### src/rtl/isa_pkg.sv
// Shared opcode/funct constants, FSM state and ALU-op enums, and the instruction decoder.
// Build macro ISA_SHIFT_EN adds the sll/srl R-type functs.
package isa_pkg;

  localparam logic [5:0] OP_RTYPE = 6'h00;
  localparam logic [5:0] OP_ADDI  = 6'h08;

  localparam logic [5:0] FN_SLL = 6'h00;
  localparam logic [5:0] FN_SRL = 6'h02;
  localparam logic [5:0] FN_ADD = 6'h20;
  localparam logic [5:0] FN_SUB = 6'h22;
  localparam logic [5:0] FN_AND = 6'h24;
  localparam logic [5:0] FN_OR  = 6'h25;
  localparam logic [5:0] FN_NOR = 6'h27;
  localparam logic [5:0] FN_SLT = 6'h2A;

  typedef enum logic [1:0] {
    ST_IDLE,
    ST_DECODE,
    ST_EXEC,
    ST_WB
  } state_e;

  typedef enum logic [3:0] {
    ALU_ADD,
    ALU_SUB,
    ALU_AND,
    ALU_OR,
    ALU_NOR,
    ALU_SLT,
    ALU_SLL,
    ALU_SRL,
    ALU_ILL
  } alu_op_e;

  // Map opcode/funct to an ALU operation; anything unsupported becomes ALU_ILL.
  function automatic alu_op_e decode_op(input logic [5:0] opcode, input logic [5:0] funct);
    alu_op_e op;
    op = ALU_ILL;
    if (opcode == OP_ADDI) begin
      op = ALU_ADD;
    end else if (opcode == OP_RTYPE) begin
      case (funct)
        FN_ADD:  op = ALU_ADD;
        FN_SUB:  op = ALU_SUB;
        FN_AND:  op = ALU_AND;
        FN_OR:   op = ALU_OR;
        FN_NOR:  op = ALU_NOR;
        FN_SLT:  op = ALU_SLT;
`ifdef ISA_SHIFT_EN
        FN_SLL:  op = ALU_SLL;
        FN_SRL:  op = ALU_SRL;
`endif
        default: op = ALU_ILL;
      endcase
    end
    return op;
  endfunction

endpackage

### src/rtl/isa_regfile.sv
// NREG x DATA_W register file: two asynchronous read ports, one synchronous write port, r0 reads zero.
module isa_regfile #(
  parameter  int unsigned DATA_W  = 32,
  parameter  int unsigned NREG    = 32,
  localparam int unsigned RADDR_W = $clog2(NREG)
) (
  input  logic               clk,
  input  logic               rst_n,
  input  logic [RADDR_W-1:0] raddr_a_i,
  input  logic [RADDR_W-1:0] raddr_b_i,
  output logic [DATA_W-1:0]  rdata_a_o,
  output logic [DATA_W-1:0]  rdata_b_o,
  input  logic               we_i,
  input  logic [RADDR_W-1:0] waddr_i,
  input  logic [DATA_W-1:0]  wdata_i
);

  logic [DATA_W-1:0] mem_q [NREG];

  always_ff @(posedge clk or negedge rst_n) begin
    if (!rst_n) begin
      for (int i = 0; i < int'(NREG); i++) begin
        mem_q[i] <= '0;
      end
    end else if (we_i && (waddr_i != '0)) begin
      mem_q[waddr_i] <= wdata_i;
    end
  end

  assign rdata_a_o = (raddr_a_i == '0) ? '0 : mem_q[raddr_a_i];
  assign rdata_b_o = (raddr_b_i == '0) ? '0 : mem_q[raddr_b_i];

endmodule

### src/rtl/isa_multicycle.sv
// Four-state (IDLE/DECODE/EXEC/WB) multicycle core for a MIPS R/I subset with an inline ALU.
// Build macro ISA_SHIFT_EN enables sll/srl.
module isa_multicycle
  import isa_pkg::*;
#(
  parameter int unsigned DATA_W = 32,
  parameter int unsigned NREG   = 32
) (
  input  logic              clk,
  input  logic              rst_n,
  input  logic [31:0]       instr,
  input  logic              instr_valid,
  output logic              instr_ready,
  output logic [DATA_W-1:0] result,
  output logic              result_valid,
  output logic              illegal
);

  localparam int unsigned RADDR_W = $clog2(NREG);

  state_e              state_q, state_d;
  logic [31:0]         instr_q, instr_d;
  logic [DATA_W-1:0]   a_q, a_d, b_q, b_d;
  alu_op_e             op_q, op_d;
  logic [RADDR_W-1:0]  waddr_q, waddr_d;
  logic [4:0]          shamt_q, shamt_d;
  logic [DATA_W-1:0]   result_q, result_d;
  logic                rv_q, rv_d, ill_q, ill_d, ready_q, ready_d;

  logic [DATA_W-1:0]   rs_val, rt_val, alu_c;
  logic [5:0]          opcode_c;

  assign opcode_c = instr_q[31:26];

  isa_regfile #(.DATA_W(DATA_W), .NREG(NREG)) u_regfile (
    .clk       (clk),
    .rst_n     (rst_n),
    .raddr_a_i (instr_q[21 +: RADDR_W]),
    .raddr_b_i (instr_q[16 +: RADDR_W]),
    .rdata_a_o (rs_val),
    .rdata_b_o (rt_val),
    .we_i      ((state_q == ST_WB) && rv_q),
    .waddr_i   (waddr_q),
    .wdata_i   (result_q)
  );

  // Inline ALU; all arithmetic wraps modulo 2^DATA_W.
  always_comb begin
    alu_c = '0;
    case (op_q)
      ALU_ADD: alu_c = a_q + b_q;
      ALU_SUB: alu_c = a_q - b_q;
      ALU_AND: alu_c = a_q & b_q;
      ALU_OR:  alu_c = a_q | b_q;
      ALU_NOR: alu_c = ~(a_q | b_q);
      ALU_SLT: alu_c = DATA_W'($signed(a_q) < $signed(b_q));
      ALU_SLL: alu_c = (32'(shamt_q) >= DATA_W) ? '0 : (b_q << shamt_q);
      ALU_SRL: alu_c = (32'(shamt_q) >= DATA_W) ? '0 : (b_q >> shamt_q);
      default: alu_c = '0;
    endcase
  end

  // Next-state and registered-output logic.
  always_comb begin
    state_d  = state_q;
    instr_d  = instr_q;
    a_d      = a_q;
    b_d      = b_q;
    op_d     = op_q;
    waddr_d  = waddr_q;
    shamt_d  = shamt_q;
    result_d = '0;
    rv_d     = 1'b0;
    ill_d    = 1'b0;
    case (state_q)
      ST_IDLE: begin
        if (instr_valid && ready_q) begin
          instr_d = instr;
          state_d = ST_DECODE;
        end
      end
      ST_DECODE: begin
        a_d     = rs_val;
        op_d    = decode_op(opcode_c, instr_q[5:0]);
        shamt_d = instr_q[10:6];
        if (opcode_c == OP_ADDI) begin
          b_d     = DATA_W'($signed(instr_q[15:0]));
          waddr_d = instr_q[16 +: RADDR_W];
        end else begin
          b_d     = rt_val;
          waddr_d = instr_q[11 +: RADDR_W];
        end
        state_d = ST_EXEC;
      end
      ST_EXEC: begin
        if (op_q == ALU_ILL) begin
          ill_d = 1'b1;
        end else begin
          rv_d     = 1'b1;
          result_d = alu_c;
        end
        state_d = ST_WB;
      end
      default: state_d = ST_IDLE;
    endcase
    ready_d = (state_d == ST_IDLE);
  end

  always_ff @(posedge clk or negedge rst_n) begin
    if (!rst_n) begin
      state_q  <= ST_IDLE;
      instr_q  <= '0;
      a_q      <= '0;
      b_q      <= '0;
      op_q     <= ALU_ADD;
      waddr_q  <= '0;
      shamt_q  <= '0;
      result_q <= '0;
      rv_q     <= 1'b0;
      ill_q    <= 1'b0;
      ready_q  <= 1'b1;
    end else begin
      state_q  <= state_d;
      instr_q  <= instr_d;
      a_q      <= a_d;
      b_q      <= b_d;
      op_q     <= op_d;
      waddr_q  <= waddr_d;
      shamt_q  <= shamt_d;
      result_q <= result_d;
      rv_q     <= rv_d;
      ill_q    <= ill_d;
      ready_q  <= ready_d;
    end
  end

  assign instr_ready  = ready_q;
  assign result       = result_q;
  assign result_valid = rv_q;
  assign illegal      = ill_q;

endmodule

### config.mk
export PLATFORM = sky130hd
export DESIGN_NAME = isa_multicycle
export DESIGN_NICKNAME = d
export VERILOG_FILES = /design/src/rtl/isa_pkg.sv /design/src/rtl/isa_regfile.sv /design/src/rtl/isa_multicycle.sv
export SDC_FILE = /design/constraint.sdc
export NUM_CORES = 2
export LEC_CHECK = 0
export CORE_MARGIN = 4
export CORE_UTILIZATION = 55
export CTS_CLUSTER_DIAMETER = 80
export DETAILED_ROUTE_END_ITERATION = 16
export PLACE_DENSITY = 0.71
export SLEW_MARGIN = 10
export SYNTH_ARGS = -nofsm -noshare
export SYNTH_HDL_FRONTEND = slang
export SYNTH_SLANG_ARGS = --single-unit
### constraint.sdc
create_clock -name clk -period 5.42 [get_ports clk]
set_input_delay 1.084 -clock clk [delete_from_list [all_inputs] [get_ports clk]]
set_output_delay 1.084 -clock clk [all_outputs]
set_load 0.02 [all_outputs]
# After elaboration in Yosys (flattened, before gate mapping)
# Index checks and enable logic that the tools add are counted.
# classes
addsub	2
order_cmp	5
eq_ne	18
shift	2
n_mux	25
n_bitwise	6
reduce_logical	12
# op_table
operator	count
bitwise mux 1024 bit	1
binary-select mux 32 bit (select 5 bit)	2
2-to-1 mux 32 bit	10
case mux 32 bit (8 select lines)	1
demux 32 bit (select 5 bit)	1
== test 6 bit (second input constant)	6
adder 32 bit	1
AND 32 bit	1
less-than comparator 32 bit	1
inverter 32 bit	1
OR 32 bit	1
left shift 32 x 5 -> 32 bit	1
>> shifter 32 x 5 -> 32 bit	1
subtractor 32 bit	1
case mux 4 bit (6 select lines)	1
>= comparator 6 bit (second input constant)	3
inverter 5 -> 6 bit	3
== test 4 x 3 -> 1 bit (second input constant)	4
zero test 5 bit	2
== test 4 x 2 -> 1 bit (second input constant)	2
2-to-1 mux 4 bit	2
== test 6 x 4 -> 1 bit (second input constant)	1
zero test 6 bit	1
less-than comparator 6 x 1 -> 1 bit (second input constant)	1
13 further kinds	21
# totals
regBits	1171
inputBits	35
word_cells	113

# Logic depth before layout (Yosys ltp)
# logic_depth
ltp_word	6
ltp_mapped	13
depth_no_buf	12

# By module
# Synthesis repeated with hierarchy kept, for this count alone.
# unflattened
hier_cells	5259
area_unflattened_um2	68216.7
# modules_own_cells
mod	instances	cells_per_inst	area_per_inst_um2	seq_area_each_um2
isa_regfile	1	3514	54019.3	25624.6
isa_multicycle	1	1745	14197.4	3679.8

# Worst setup path before layout
# Ideal clock, no wire load.
# synth_path
path_kind	register -> register
start	register b_q[4]
end	register result_q[31] (netlist: result[31])
setup_time_ns	0.129
arrival_ns	2.907
path_slack_ns	2.384
path_stages_with_launch	12
n_path_buf	0
synth_period_minus_slack_ns	3.036
path_cell_list	dfrtp_1 > inv_1 > ha_1 > nor2_1 > a221o_1 > a2111o_1 > a31oi_4 > o211ai_4 > a211o_1 > nand4_1 > nand2_1 > o41a_1
# synth_between
elab_chain_cells	4
elab_cells_between_ends	7
cone_classes	2 x add/sub; 2 x shift; 3 x mux
# synth_rtl
element	line	text
start, declared	isa_multicycle.sv:23	logic [DATA_W-1:0] a_q, a_d, b_q, b_d;
start signal, assigned	isa_multicycle.sv:114	b_q <= '0;
start signal, assigned	isa_multicycle.sv:126	b_q <= b_d;
subtractor 32 bit (tied with other cells)	isa_multicycle.sv:52	ALU_SUB: alu_c = a_q - b_q;
case mux 32 bit (8 select lines) *	isa_multicycle.sv:50	case (op_q)
2-to-1 mux 32 bit *	isa_multicycle.sv:96	if (op_q == ALU_ILL) begin
2-to-1 mux 32 bit *	isa_multicycle.sv:75	case (state_q)
net result_d[31]	isa_multicycle.sv:27	logic [DATA_W-1:0] result_q, result_d;
end signal, assigned	isa_multicycle.sv:130	result_q <= result_d;
end, declared	isa_multicycle.sv:27	
# The timed path passes the listed nets; every way through them passes the cells marked *.
# A chain may end at the register's enable or synchronous reset.

# Worst setup path after layout
# layout_path
start	register b_q[0]
end	register result_q[22] (netlist: result[22])
# Same word-level chain as after synthesis.

==> summary.txt <==
Global routing
  • Largest net degree at the start of global routing: 157
  • Initial antenna violation count: 10
  • GRT overflow: 0
  • Vias in the first global route: 49200
  • Global Route Usage Sum: 35.0%
  • Global-route wire length before repair: 337000 microns

Flow run
  • Max Cap Viol: 0

Timing
  • Worst-Margin Slew: 1330 ps
  • Final hold vios: 0
  • Fmax: 0.244 GHz
  • Fin Setup TNS: 0 ps
  • Worst slew margin: 10.9%
  • RSZ-0062 raised after global routing: false
  • Hold_ws: 246 ps
  • Final min period: 4090 ps
  • Clock Skews: 44.2 ps
  • Period utilization: 75.5%
  • Endpoints failing setup: 0
  • Max-slew violations: 0

Floorplan
  • Starting density of the core: 55.6%
  • Row count: 128
  • Die area: 129000 sq um
  • Chip Height: 360 microns
  • Die Width: 360 microns
  • Core ar.: 122000 sq um
  • Num ports: 70

Synth
  • Synthesized net count: 5472
  • Largest family of logic cells by synthesized area: multiplexers
  • Sequential area share after synthesis: 43.1%
  • Post-synthesis mux area share: 38.5%
  • Cell Area, Synth: 68000 sq um
  • #FFs+latches synth: 1171
  • Synth warn: 0
  • Synth Area in Compound Gates: 8.61%
  • Syn Area/Cell: 12.8 sq um
  • Adder-cell share of the synthesized area: 2.21%
  • Number of synthesized flops with an enable pin: 0
  • Top cell type's share of synthesized area: 43.1%
  • Top FF cell, synth: dfrtp_1
  • Post-Syn Instances: 5318
  • Post-synthesis xor/xnor area fraction: 0.232%
  • Synth area leaders: dfrtp_1 43%, mux2_2 18%, mux4_2 16%
  • Simple-Gate Fraction of Synth Area: 3.70%
  • Synth cell types: 80
  • Post-synth ARST share: 100%
  • Largest area contributor in the netlist: dfrtp_1

CTS
  • CTS buffer count: 133
  • Hold_buf cts: 0
  • Root Driver: clkbuf_16
  • CTS H-tree depth: 4
  • Setup Buffers After CTS: 0
  • Cts repair resizes: 0
  • # clock sinks: 1171
  • Clock slew at reported path FFs: 60 ps
  • CTS max path bufs: 3
  • CTS tree: yes
  • Worst skew pair latency: 790 ps

Layout
  • # nets final: 5287
  • Commonest non-fill, non-tap cell in the layout: dfrtp_1
  • Share of layout cells above drive strength 1: 38.6%
  • Most frequent cells in the layout: 1156 x dfrtp_1, 1104 x mux2_2, 474 x mux4_2
  • Finished Layout Cells: 6862
  • Design area: 75000 sq um
  • Area growth, synth to finish: 10.4%

Placed design
  • Total placed cells including tap cells: 6623
  • Post-DP HPWL: 140000 microns
  • Count of port buffers added during placement: 69
  • Gpl congestion: 1.01
  • DP Area: 70500 sq um

Setup path
  • Critical Path End Type: register
  • Crit Path Max Fanout: 10
  • Reg2reg end: result[22]
  • CP Launch Type: register
  • Register-to-Register Path Depth: 12
  • Reg2Reg Setup Slack: 1330 ps
  • Worst EP arrival: 4720 ps
  • Critical R2R Launch: b_q[0]
  • Crit Path Class: register to register
  • Req. time, crit path: 6050 ps

Detailed routing
  • Initial DRT Pass Iterations: 6
  • DRC viols: 0
  • Via count: 49000
  • WL final: 228000 microns
  • Vias per Instance: 7.14
  • Post-DRT Antenna Nets: 0
  • Wirelength per Cell: 33.2 microns
  • DRT iter0 DRCs: 6201

Worst hold path
  • Worst hold path class: primary input to async pin

Pwr
  • Peak VDD IR: 0.000764 V
  • Leakage power: 33.5 nW
  • Power Dens Cells: 443 nW/um^2
  • Overall power: 33.3 mW

Status
  • Status: completed
[through the flow]
| step | utilization [%] | setup slack [ps] |
|---|---|---|
| 5_1_grt | 61.3 | 1240 |
| 2_1_floorplan | - | 2380 |
| 3_3_place_gp | 57.6 | 1480 |
| 6_report | 61.3 | 1330 |
| 4_1_cts | 61.3 | 1450 |
| 3_5_place_dp | 57.7 | 1490 |
[kinds of logic (layout without fill, tap and decap cells)]
family                   Yosys count  in the layout
buffers and inverters            641            556
flip-flops                      1171           1171
AND/OR/NAND/NOR                  556            556
other                              0              4
AO/OA/AOI/OAI                    928            928
XOR/XNOR                          18             18
adder cells (fa/ha/maj)          119            119
multiplexers                    1885           1885
[power by group]
| part | internal [mW] | switching [mW] |
|---|---|---|
| combinational | 4.91 | 8.31 |
| clock | 5.51 | 3.79 |
| sequential | 9.12 | 1.62 |
| total | 19.5 | 13.7 |
[worst max-delay path, cell delays in order, from the launching register on]
cell and delay, ps:
dfrtp_1 540, ha_1 310, fa_1 420, o21bai_1 210, o2111ai_1 220, a31oi_1 520
and4b_1 410, nor3b_1 80, buf_4 170, o41a_1 530, a211oi_1 270, o21ai_0 100
nor3b_1 170
[state kept, by name (all words and copies together) (netlist names)]
| name | count |
|---|---|
| u_regfile.mem_q | 1024 |
| op_q | 4 |
| instr_ready | 1 |
| a_q | 32 |
| state_q | 2 |
| b_q | 32 |
| waddr_q | 5 |
| instr_q | 32 |
| shamt_q | 5 |
| result_valid | 1 |
| result | 32 |
| illegal | 1 |
[area by class of cell]
| class | count | area (sq um) |
|---|---|---|
| fillers | 9481 | 47300 |
| multi-input cells | 3506 | 36500 |
| flip-flops and latches | 1171 | 29400 |
| clock buffers | 181 | 3840 |
| repair buffers | 221 | 2320 |
| well taps | 1625 | 2030 |
| clock inverters | 54 | 651 |
| inverters | 100 | 375 |
| diodes | 4 | 10.0 |
[synthesized netlist by cell type, drive strengths merged (13+ instances only)]
library cell / count
a221o: 18
o21a: 24
nor2b: 13
mux2i: 307
nor3: 62
nand3: 19
a221oi: 25
nand2b: 18
o22ai: 112
a31oi: 34
o31ai: 13
mux4: 474
ha: 117
mux2: 1104
nor4: 14
o21bai: 15
buf: 137
nand2: 165
o221ai: 70
clkbuf: 404
nor2: 199
a21oi: 283
o21ai: 204
a21o: 19
a211oi: 20
o211ai: 20
xnor2: 16
inv: 99
dfrtp: 1170
[routing by layer]
layer	global-route usage (%)	wire length, microns	vias to the layer above
met5	0	77	-
met4	15.2	11300	12
met3	10.1	24700	622
met2	51.3	101000	2714
met1	49.0	90800	25800
li1	-	-	19900
[worst max path at each step]
| stage | start | to | slack (ps) | depth (start not counted) |
|---|---|---|---|---|
| after floorplan | b_q[4] | result[31] | 2380 | 11 |
| after global placement | b_q[0] | result[22] | 1480 | 12 |
| after detailed placement | b_q[0] | result[22] | 1490 | 12 |
| after CTS | b_q[0] | result[22] | 1450 | 12 |
| after global routing | b_q[0] | result[22] | 1240 | 12 |
| final | b_q[0] | result[22] | 1330 | 12 |
Note: power is estimated with default switching activity, not from simulation.
